==> config.mk <==
export PLATFORM = sky130hd
export DESIGN_NAME = hilo_unit_flat
export DESIGN_NICKNAME = d
export VERILOG_FILES = /design/src/rtl/alu_defs.sv /design/src/rtl/hilo_unit_if.sv /design/src/rtl/div_core.sv /design/src/rtl/hilo_unit.sv /design/src/flat_wrapper.sv
export SDC_FILE = /design/constraint.sdc
export NUM_CORES = 1
export LEC_CHECK = 0
export ABC_AREA = 1
export CAP_MARGIN = 20
export CELL_PAD_IN_SITES_DETAIL_PLACEMENT = 1
export CELL_PAD_IN_SITES_GLOBAL_PLACEMENT = 1
export CORE_ASPECT_RATIO = 0.6
export CORE_MARGIN = 4
export CORE_UTILIZATION = 39
export CTS_CLUSTER_DIAMETER = 60
export DETAILED_ROUTE_END_ITERATION = 12
export GPL_ROUTABILITY_DRIVEN = 0
export HOLD_SLACK_MARGIN = 0.1
export PLACE_DENSITY = 0.89
export SYNTH_ARGS = -nofsm -noshare
export SYNTH_HDL_FRONTEND = slang
export SYNTH_SLANG_ARGS = --single-unit
==> constraint.sdc <==
create_clock -name clk -period 2.5 [get_ports clk]
set_input_delay 0.25 -clock clk [delete_from_list [all_inputs] [get_ports clk]]
set_output_delay 0.25 -clock clk [all_outputs]
set_load 0.05 [all_outputs]
==> src/rtl/alu_defs.sv <==
// Operation codes and execute-stage state encodings shared by the ALU and the HI/LO unit.
package alu_defs;

  localparam logic [4:0] CARD_MULT  = 5'b10010;
  localparam logic [4:0] CARD_MULTU = 5'b10011;
  localparam logic [4:0] CARD_DIV   = 5'b10100;
  localparam logic [4:0] CARD_DIVU  = 5'b10101;

  typedef enum logic [1:0] {
    IDLE = 2'd0,
    CALC = 2'd1,
    DONE = 2'd2
  } hilo_state_t;

  function automatic logic is_div_card(input logic [4:0] card);
    return (card == CARD_DIV) || (card == CARD_DIVU);
  endfunction

  function automatic logic is_mul_card(input logic [4:0] card);
    return (card == CARD_MULT) || (card == CARD_MULTU);
  endfunction

  // Two's-complement magnitude when the operand is treated as signed; raw value otherwise.
  // 0x80000000 maps to itself, which the unsigned divider then handles correctly.
  function automatic logic [31:0] abs_if(input logic [31:0] value, input logic is_signed);
    return (is_signed && value[31]) ? (~value + 32'd1) : value;
  endfunction

endpackage

==> src/rtl/hilo_unit_if.sv <==
// EX-stage connection between the pipeline and the HI/LO unit.
interface hilo_unit_if;
  logic        op_valid;
  logic [4:0]  card;
  logic        mthi;
  logic        mtlo;
  logic [31:0] src_a;
  logic [31:0] src_b;
  logic [31:0] alu_lo;
  logic [31:0] alu_hi;
  logic        flush;
  logic        stall;
  logic [31:0] hi;
  logic [31:0] lo;

  modport master (
    output op_valid, card, mthi, mtlo, src_a, src_b, alu_lo, alu_hi, flush,
    input  stall, hi, lo
  );

  modport slave (
    input  op_valid, card, mthi, mtlo, src_a, src_b, alu_lo, alu_hi, flush,
    output stall, hi, lo
  );
endinterface

==> src/rtl/div_core.sv <==
// Iterative unsigned restoring divider: one quotient bit per cycle, MSB first.
module div_core #(
  parameter int DIV_ITERS = 32
) (
  input  logic        clk,
  input  logic        rst,
  input  logic        start,
  input  logic        abort,
  input  logic [31:0] dividend,
  input  logic [31:0] divisor,
  output logic [31:0] quotient,
  output logic [31:0] remainder,
  output logic        done
);

  localparam int CNT_W = $clog2(DIV_ITERS + 1);

  logic             busy;
  logic [CNT_W-1:0] count;
  logic [31:0]      rem_q;
  logic [31:0]      quo_q;
  logic [31:0]      div_q;
  logic [32:0]      trial_shift;
  logic [32:0]      trial_diff;

  // Trial subtraction on the 33-bit shifted partial remainder; bit 32 of the difference is the borrow.
  // The kept remainder always stays below the divisor, so 32 stored bits suffice.
  always_comb begin
    trial_shift = {rem_q, quo_q[31]};
    trial_diff  = trial_shift - {1'b0, div_q};
    done        = busy && (count == CNT_W'(DIV_ITERS - 1));
  end

  // Load on start, then shift the dividend out of the quotient register as quotient bits shift in.
  always_ff @(posedge clk) begin
    if (rst) begin
      busy  <= 1'b0;
      count <= '0;
      rem_q <= '0;
      quo_q <= '0;
      div_q <= '0;
    end else if (abort) begin
      busy  <= 1'b0;
      count <= '0;
    end else if (start) begin
      busy  <= 1'b1;
      count <= '0;
      rem_q <= '0;
      quo_q <= dividend;
      div_q <= divisor;
    end else if (busy) begin
      if (!trial_diff[32]) begin
        rem_q <= trial_diff[31:0];
        quo_q <= {quo_q[30:0], 1'b1};
      end else begin
        rem_q <= trial_shift[31:0];
        quo_q <= {quo_q[30:0], 1'b0};
      end
      count <= count + CNT_W'(1);
      if (done) begin
        busy <= 1'b0;
      end
    end
  end

  assign quotient  = quo_q;
  assign remainder = rem_q;

endmodule

==> src/rtl/hilo_unit.sv <==
// HI/LO owner: captures multiply products, runs divisions, services MTHI/MTLO and stalls EX while dividing.
module hilo_unit
  import alu_defs::*;
#(
  parameter int DIV_ITERS = 32
) (
  input logic       clk,
  input logic       rst,
  hilo_unit_if.slave bus
);

  hilo_state_t state;
  logic [31:0] hi_q;
  logic [31:0] lo_q;
  logic        q_neg;
  logic        r_neg;
  logic        div_zero;
  logic [31:0] dividend_raw;

  logic        signed_div;
  logic        accept_div;
  logic        core_abort;
  logic [31:0] a_mag;
  logic [31:0] b_mag;
  logic [31:0] core_quo;
  logic [31:0] core_rem;
  logic        core_done;
  logic [31:0] quo_fixed;
  logic [31:0] rem_fixed;

  // Division acceptance, operand magnitudes and the sign-corrected results for the DONE write.
  always_comb begin
    signed_div = (bus.card == CARD_DIV);
    accept_div = (state == IDLE) && bus.op_valid && is_div_card(bus.card) && !bus.flush;
    core_abort = bus.flush && (state != IDLE);
    a_mag      = abs_if(bus.src_a, signed_div);
    b_mag      = abs_if(bus.src_b, signed_div);
    quo_fixed  = q_neg ? (~core_quo + 32'd1) : core_quo;
    rem_fixed  = r_neg ? (~core_rem + 32'd1) : core_rem;
  end

  div_core #(
    .DIV_ITERS(DIV_ITERS)
  ) u_div_core (
    .clk       (clk),
    .rst       (rst),
    .start     (accept_div),
    .abort     (core_abort),
    .dividend  (a_mag),
    .divisor   (b_mag),
    .quotient  (core_quo),
    .remainder (core_rem),
    .done      (core_done)
  );

  // Control FSM and architectural HI/LO; flush suppresses every write and abandons any division.
  always_ff @(posedge clk) begin
    if (rst) begin
      state        <= IDLE;
      hi_q         <= '0;
      lo_q         <= '0;
      q_neg        <= 1'b0;
      r_neg        <= 1'b0;
      div_zero     <= 1'b0;
      dividend_raw <= '0;
    end else begin
      case (state)
        IDLE: begin
          if (bus.op_valid && !bus.flush) begin
            if (is_mul_card(bus.card)) begin
              hi_q <= bus.alu_hi;
              lo_q <= bus.alu_lo;
            end else if (is_div_card(bus.card)) begin
              q_neg        <= signed_div && (bus.src_a[31] ^ bus.src_b[31]);
              r_neg        <= signed_div && bus.src_a[31];
              div_zero     <= (bus.src_b == 32'd0);
              dividend_raw <= bus.src_a;
              state        <= CALC;
            end else begin
              if (bus.mthi) hi_q <= bus.src_a;
              if (bus.mtlo) lo_q <= bus.src_a;
            end
          end
        end
        CALC: begin
          if (bus.flush) begin
            state <= IDLE;
          end else if (core_done) begin
            state <= DONE;
          end
        end
        DONE: begin
          if (!bus.flush) begin
            if (div_zero) begin
              hi_q <= dividend_raw;
              lo_q <= 32'hFFFF_FFFF;
            end else begin
              hi_q <= rem_fixed;
              lo_q <= quo_fixed;
            end
          end
          state <= IDLE;
        end
        default: state <= IDLE;
      endcase
    end
  end

  assign bus.stall = accept_div || ((state == CALC) && !bus.flush);
  assign bus.hi    = hi_q;
  assign bus.lo    = lo_q;

endmodule

==> src/flat_wrapper.sv <==
// flat-port wrapper written by rule: the top's interface ports become plain ports
module hilo_unit_flat import alu_defs::*;
#(
  parameter int DIV_ITERS = 32
)
  (clk, rst, bus_op_valid, bus_card, bus_mthi, bus_mtlo, bus_src_a, bus_src_b, bus_alu_lo, bus_alu_hi, bus_flush, bus_stall, bus_hi, bus_lo);
  hilo_unit_if bus_i ();
  input logic clk;
  input logic rst;
  input wire logic [$bits(bus_i.op_valid)-1:0] bus_op_valid;
  input wire logic [$bits(bus_i.card)-1:0] bus_card;
  input wire logic [$bits(bus_i.mthi)-1:0] bus_mthi;
  input wire logic [$bits(bus_i.mtlo)-1:0] bus_mtlo;
  input wire logic [$bits(bus_i.src_a)-1:0] bus_src_a;
  input wire logic [$bits(bus_i.src_b)-1:0] bus_src_b;
  input wire logic [$bits(bus_i.alu_lo)-1:0] bus_alu_lo;
  input wire logic [$bits(bus_i.alu_hi)-1:0] bus_alu_hi;
  input wire logic [$bits(bus_i.flush)-1:0] bus_flush;
  output wire logic [$bits(bus_i.stall)-1:0] bus_stall;
  output wire logic [$bits(bus_i.hi)-1:0] bus_hi;
  output wire logic [$bits(bus_i.lo)-1:0] bus_lo;
  assign bus_i.op_valid = bus_op_valid;
  assign bus_i.card = bus_card;
  assign bus_i.mthi = bus_mthi;
  assign bus_i.mtlo = bus_mtlo;
  assign bus_i.src_a = bus_src_a;
  assign bus_i.src_b = bus_src_b;
  assign bus_i.alu_lo = bus_alu_lo;
  assign bus_i.alu_hi = bus_alu_hi;
  assign bus_i.flush = bus_flush;
  assign bus_stall = bus_i.stall;
  assign bus_hi = bus_i.hi;
  assign bus_lo = bus_i.lo;
  hilo_unit #(.DIV_ITERS(DIV_ITERS)) u_core (.clk(clk), .rst(rst), .bus(bus_i));
endmodule
==> out/summary.txt, run 1 <==
status - complete, no violations
Slowest-stage cell, CP - ha_2
Vias - 20,581
Setup Crit Path Kind - reg -> reg
crit path time final - 2.50 ns
Mapped Nets - 2,799
Hold Path End - u_core.u_div_core.div_q[10]$_SDFFE_PP0P_
critical path's largest stage delay - 0.43 ns
WP depth - 13
Post-route DRC - 0
hold path cells - 4
fmax - 0.400 GHz
TritonCTS Buffers - 23
hold wc startpoint - rst
worst clock skew - 0.0189 ns
CP Launch Type - register
Top cell by count, worst path - nand2_1
worst hold slack - 0.218 ns
crit path DAT - 2.90 ns
GR Overflow Total - 0
Worst slew margin - 46.3%
Clk pin slew, worst setup/hold paths - 0.07 ns
final WL - 83.5 mm
# Max-Cap Violations - 0
IO Port Bufs - 203
Critical Path Fanout Max - 4
Syn Std Cell Area - 0.0154 mm2
Peak VDD IR - 435 uV
post-synthesis simple-gate area fraction - 36.1%
P_leak - 9.20 nW
CP Buf/Inv Count - 2
CTS Sinks - 204
XOR/XNOR share of the synthesized area - 2.95%
FILL cells - 5,267
crit-path cells - inv_1 -> ha_2 -> nand2_1 -> nor2_1 -> inv_1 -> nor2_2 -> nand4_1 -> nand3_1 -> nand2_1 -> nand2_1 -> nand2_1 -> nand3_1 -> a21oi_1
Placement Rows - 56
CTS tree - yes
number of flops mapped to enable cells by yosys - 0
core area - 0.0390 mm2
power per cell area - 598 mW/mm2
ys flop type - dfxtp_1
Final Max Slew Viols - 0
Crit path required time - 2.90 ns
Hold Vio Cnt, Final - 0
first-pass GRT wire length - 123 mm
worst reg2reg setup slack - 0.003 ns
mux contribution to synthesized area - 0%
H-Tree Depth - 1
most common cell after layout, fill and taps aside - nand2_1
post-DP HPWL - 63.9 mm
Worst R2R End - u_core.u_div_core.remainder[19]$_SDFFE_PP0P_
worst skew pair latency - 0.54 ns
pin count of the biggest net entering global routing - 113
Die ar. - 0.0429 mm2
adder-cell share of the synthesized area - 3.13%
worst hold path type - in -> reg
combinational family with the most area after synthesis - simple AND/OR/NAND/NOR gates
Ports - 204
RR Startpoint - u_core.u_div_core.div_q[12]$_SDFFE_PP0P_
Synth Area in Compound Gates - 19.3%
drt initial violations - 2,825
Avg Inst Size Synth - 5.88 um2
layout cells sized above 1 - 11.6%
crit share post-route - 99.9%
async set-reset flop share out of synthesis - 0%
yosys warns - 0
measured slew at the worst slew-check pin - 0.803 ns
Via density - 6.01
wire per inst - 24.4 um
vias in the first global route - 20,262
Final TNS setup - 0 ns
Setup violations, final - 0
Setup crit end kind - register
Top delay family on crit path - simple AND/OR/NAND/NOR gates
Seq cells post-synth - 204
RSZ-0062 raised after global routing - true
effective utilization at floorplan - 39.5%
# nets final - 3,056
post-route ant nets - 0
CTS max path bufs - 3
overall power - 12.0 mW
initial antenna violation count - 9
post-synthesis sequential area ratio - 26.5%
Die Y - 162 um
r2r worst-path depth - 13
Post-Synthesis Cells - 2,622
First-pass DRT Iterations - 7
most frequent cells in the layout - nand2_1, inv_1, a21oi_1
All-Layer GR Usage - 36.7%
Clock Tree Root - clkbuf_16
die width - 265 um
Cell variety after synth - 60
area grow syn2layout - 29.5%
hold_buf cts - 0
==> how the worst max path moves through the flow <==
stage	from	endpoint	slack [ns]
after floorplan	u_core.u_div_core.quotient[31]$_SDFFE_PP0P_	u_core.u_div_core.remainder[13]$_SDFFE_PP0P_	0.36
after global placement	bus_op_valid	u_core.bus.lo[18]$_SDFFE_PP0P_	0.05
after detailed placement	bus_op_valid	u_core.bus.lo[18]$_SDFFE_PP0P_	-0.07
after CTS	u_core.u_div_core.div_q[21]$_SDFFE_PP0P_	u_core.u_div_core.remainder[30]$_SDFFE_PP0P_	0.003
after global routing	u_core.u_div_core.div_q[25]$_SDFFE_PP0P_	u_core.u_div_core.remainder[30]$_SDFFE_PP0P_	-0.08
final	u_core.u_div_core.div_q[12]$_SDFFE_PP0P_	u_core.u_div_core.remainder[19]$_SDFFE_PP0P_	0.003
==> metrics by stage <==
stage	area [um2]	setup slack [ns]	util (%)	cells
6_report	20000	0.00256	51.2	3422
4_1_cts	19600	0.00298	50.3	3413
2_1_floorplan	15400	0.361	-	2622
3_5_place_dp	18900	-0.0743	48.4	3374
3_3_place_gp	18900	0.0490	48.4	3374
5_1_grt	20000	-0.0822	51.2	3415
==> area by class of cell <==
class,instances,area (um2),share of cell area [%]
multi-input cells,1954,9850,49.3
flip-flops and latches,204,4090,20.5
repair buffers,349,3340,16.7
inverters,347,1300,6.52
well taps,522,653,3.27
clock buffers,29,628,3.14
clock inverters,10,106,0.532
diodes,7,17.5,0.0876
==> registers in the layout, summed over array words and instances (netlist names) <==
signal                       cells
u_core.bus.hi                   32
u_core.dividend_raw             32
u_core.state                     2
u_core.bus.lo                   32
u_core.u_div_core.div_q         32
u_core.u_div_core.quotient      32
u_core.u_div_core.remainder     32
u_core.q_neg                     1
u_core.u_div_core.count          6
u_core.r_neg                     1
u_core.u_div_core.busy           1
u_core.div_zero                  1
==> layer usage <==
metal,vias up,share of wire [%],track usage (%),wire length [um]
met5,-,0.19,0,157
met4,10,3.4,8.90,2840
met3,292,15,15.6,12500
met2,1338,39,51.3,32500
met1,9954,42,51.9,35400
li1,8987,-,-,-
==> kinds of logic (layout without fill, tap and decap cells) <==
kind of cell | count (synthesis) | after routing
XOR/XNOR | 52 | 52
buffers and inverters | 464 | 735
AO/OA/AOI/OAI | 536 | 536
flip-flops | 204 | 204
AND/OR/NAND/NOR | 1328 | 1328
other | 0 | 7
adder cells (fa/ha/maj) | 38 | 38
==> repair_timing <==
action,in CTS,in global routing
resized for setup,3,86
buffers inserted,0,2
endpoints found under the setup margin,23,52
pin swaps,0,5
==> where the power goes <==
| group | leakage [nW] | internal, mW | switching [mW] |
|---|---|---|---|
| clock | 0.365 | 1.98 | 1.57 |
| combinational | 7.18 | 1.73 | 3.22 |
| sequential | 1.66 | 3.35 | 0.104 |
| total | 9.20 | 7.06 | 4.89 |
==> synthesized netlist by cell type, types with 2 or more instances <==
| cell type | number | share of area, % |
|---|---|---|
| xor2_1 | 32 | 1.8 |
| nor4_1 | 6 | 0.24 |
| a21oi_1 | 268 | 8.7 |
| nor2_4 | 8 | 0.58 |
| or2_2 | 7 | 0.28 |
| a31oi_1 | 38 | 1.5 |
| a211oi_1 | 3 | 0.15 |
| o221ai_1 | 4 | 0.23 |
| inv_2 | 21 | 0.51 |
| o211ai_1 | 18 | 0.88 |
| nor2_2 | 9 | 0.36 |
| nor2_1 | 255 | 6.2 |
| nor3_1 | 32 | 1.0 |
| a21o_1 | 4 | 0.19 |
| o21bai_1 | 5 | 0.24 |
| nand3_2 | 2 | 0.13 |
| o22ai_1 | 2 | 0.081 |
| o21ai_0 | 136 | 4.4 |
| and2_1 | 6 | 0.24 |
| nand3_1 | 173 | 5.6 |
| ha_1 | 37 | 3.0 |
| a221oi_2 | 2 | 0.19 |
| o31ai_1 | 5 | 0.24 |
| a211o_1 | 2 | 0.11 |
| dfxtp_1 | 204 | 26 |
| clkbuf_1 | 54 | 1.3 |
| inv_1 | 326 | 7.9 |
| nor3_2 | 2 | 0.13 |
| o21a_1 | 2 | 0.097 |
| buf_2 | 38 | 1.2 |
| nand2_2 | 16 | 0.65 |
| a21oi_2 | 3 | 0.17 |
| o21ai_1 | 27 | 0.88 |
| nand3b_1 | 8 | 0.39 |
| buf_4 | 6 | 0.29 |
| o2111ai_1 | 4 | 0.23 |
| xnor2_1 | 20 | 1.1 |
| nand4_1 | 31 | 1.3 |
| buf_6 | 5 | 0.36 |
| and3_1 | 2 | 0.081 |
| nand2_4 | 2 | 0.15 |
| buf_1 | 13 | 0.32 |
| nand2_1 | 767 | 19 |
==> worst min-delay path, cell delays in order <==
cell and delay (ns):
buf_4 0.10, inv_2 0.18, o221ai_1 0.13, inv_1 0.05
(Power assumes the default switching activity.)
==> run 2, diff against run 1 <==
--- a/config.mk
+++ b/config.mk
@@ -15,6 +15,7 @@
 export CTS_CLUSTER_DIAMETER = 60
 export DETAILED_ROUTE_END_ITERATION = 12
 export GPL_ROUTABILITY_DRIVEN = 0
+export GPL_TIMING_DRIVEN = 0
 export HOLD_SLACK_MARGIN = 0.1
 export PLACE_DENSITY = 0.89
 export SYNTH_ARGS = -nofsm -noshare
==> constraint.sdc (replaced) <==
create_clock -name clk -period 2.8 [get_ports clk]
set_input_delay 0.28 -clock clk [delete_from_list [all_inputs] [get_ports clk]]
set_output_delay 0.28 -clock clk [all_outputs]
set_load 0.05 [all_outputs]
==> run 2 against run 1 <==
Net effect:
- the flow now finishes with violations (setup timing)
- worst setup slack worse by 0.078 ns
- sequential share of layout area is 1.1 points higher
- largest power group unchanged
- final area is 5.3% lower
- utilization is 2.7 points lower
- sequential cell count stayed put
==> out/summary.txt, run 2 (synthesized netlist as in run 1, its figures left out) <==
status - complete, but fails checks
failing checks - setup timing
crit share post-route - 103%
initial antenna violation count - 10 (+1)
IO Port Bufs - 202 (-0.49%)
Final Max Slew Viols - 0 (unchanged)
power per cell area - 548 mW/mm2 (-8.4%)
min setup slack post-route - -0.0755 ns (-0.0781 ns)
crit-path cells - clkdlybuf4s50_1 -> nand2_1 -> nor3_4 -> buf_2 -> buf_2 -> nand2_1 -> a31oi_1 -> o21ai_0 -> a21oi_1
drt initial violations - 3,097 (+9.6%)
Util after Layout - 48.5% (-2.7 points)
Reg power frac - 29.7% (+0.8 points)
P_leak - 8.67 nW (-5.8%)
post-route ant nets - 0 (unchanged)
effective utilization at floorplan - 39.5% (unchanged)
TritonCTS Buffers - 22 (-4.3%)
Setup crit end kind - register
post-DP HPWL - 69.1 mm (+8.2%)
# Max-Cap Violations - 0 (unchanged)
Die Y - 162 um (unchanged)
# nets final - 3,028 (-0.92%)
Placement Rows - 56 (unchanged)
most common cell after layout, fill and taps aside - nand2_1
Pint - 5.99 mW (-15%)
CTS max path bufs - 3 (unchanged)
CTS tree - yes
Final TNS setup - -0.159 ns (-0.159 ns)
Setup violations, final - 4 (+4)
worst clock skew - 0.0257 ns (+0.00675 ns)
Vias - 20,348 (-1.1%)
wire per inst - 24.8 um (+1.8%)
Comb power frac - 41.1% (-0.3 points)
worst hold slack - 0.412 ns (+0.194 ns)
CP Launch Type - primary input
Clk pin slew, worst setup/hold paths - 0.07 ns (about the same)
Die ar. - 0.0429 mm2 (unchanged)
first-pass GRT wire length - 123 mm (-0.27%)
area grow syn2layout - 22.7%
pin count of the biggest net entering global routing - 20 (-82%)
Clk pwr share - 29.2% (-0.5 points)
hold_buf cts - 0 (unchanged)
Worst slew margin - 18.6% (-28 points)
H-Tree Depth - 1 (unchanged)
Crit path required time - 3.25 ns (+0.35 ns)
most frequent cells in the layout - nand2_1, inv_1, a21oi_1
worst hold path type - in -> reg
All-Layer GR Usage - 37.4% (+0.73 points)
worst skew pair latency - 0.55 ns (about the same)
core area - 0.0390 mm2 (unchanged)
Placed Cells - 3,346 (-0.83%)
Ports - 204 (unchanged)
final WL - 84.3 mm (+1.0%)
measured slew at the worst slew-check pin - 1.21 ns (+0.406 ns)
fmax - 0.348 GHz
Sw Ratio - 42.3% (+1.3 points)
Post-route DRC - 0 (unchanged)
layout cells sized above 1 - 6.32% (-5.3 points)
Setup Crit Path Kind - in -> reg
Clock Tree Root - clkbuf_16
First-pass DRT Iterations - 9 (+2)
overall power - 10.4 mW (-13%)
post-route insts no fill - 3,397 (-0.73%)
Psw - 4.38 mW (-10%)
FILL cells - 5,380 (+2.1%)
crit path DAT - 3.32 ns (+0.42 ns)
Critical Path Fanout Max - 10 (+6)
CTS Sinks - 204 (unchanged)
GR Overflow Total - 0 (unchanged)
die width - 265 um (unchanged)
Via density - 5.99 (-0.40%)
Hold Vio Cnt, Final - 0 (unchanged)
vias in the first global route - 19,900 (-1.8%)
crit path time final - 2.88 ns
critical path's largest stage delay - 0.55 ns (+0.12 ns)
Slowest-stage cell, CP - o21ai_0
Peak VDD IR - 423 uV (-2.7%)
## run 2: layer usage
layer / global-route usage [%] / vias to the layer above / share of wire (%)
met5: 2.59 / - / 0.36
met2: 49.9 / 1339 / 37
met4: 7.53 / 14 / 2.8
met1: 52.4 / 9799 / 42
li1: - / 8944 / -
met3: 20.4 / 252 / 17
## run 2: final cells by class
cell class	count	area (um2)	area share, %
Timing Repair Buffer	206	2050	10.8
Inverter	347	1310	6.90
Tap cell	522	653	3.45
Clock buffer	29	608	3.21
Sequential cell	204	4090	21.6
Buffer	116	559	2.95
Clock inverter	9	78.8	0.416
Multi-Input combinational cell	1954	9560	50.5
Antenna cell	10	25.0	0.132
## run 2: stage by stage
stage	setup slack, ns	area (um2)
after floorplan	0.661	15400
after global placement	-0.275	18100
after detailed placement	-0.397	18100
after CTS	0.0267	18800
after global routing	-0.0135	18900
final	-0.0755	18900
## run 2: what timing repair did
item                                    CTS  global route
pin swaps                                 0             2
endpoints found under the setup margin   32            52
gates resized for setup                   4            26
setup buffers                             0             3
## run 2: critical path: cells and delay by family
family | cells | cell delay, ns
and+or+nand+nor | 3 | 0.54
buffers and inverters | 3 | 1.17
AOI/OAI and AO/OA | 3 | 1.33
## run 2: power groups by stage
stage | combinational, mW | clock [mW] | sequential, mW
3_5_place_dp | 3.97 | 0 | 3.14
2_1_floorplan | 2.41 | 0 | 3.27
6_report | 4.26 | 3.02 | 3.08
5_1_grt | 4.59 | 3.09 | 3.09
4_1_cts | 4.01 | 2.98 | 3.08
3_3_place_gp | 3.80 | 0 | 3.14
## run 2: path summary, 6_finish.rpt
kind                                                                 to  slack (ns)                           start  depth (start not counted)
worst max-delay path                     u_core.bus.lo[18]$_SDFFE_PP0P_       -0.08                     bus_card[1]                          9
worst min-delay path            u_core.u_div_core.div_q[0]$_SDFFE_PP0P_        0.41                    bus_src_b[0]                          3
worst max register to register            u_core.bus.lo[1]$_SDFFE_PP0P_       -0.04    u_core.state[1]$_SDFFE_PP0P_                         10
worst min register to register           u_core.bus.lo[17]$_SDFFE_PP0P_        0.47  u_core.bus.lo[17]$_SDFFE_PP0P_                          2
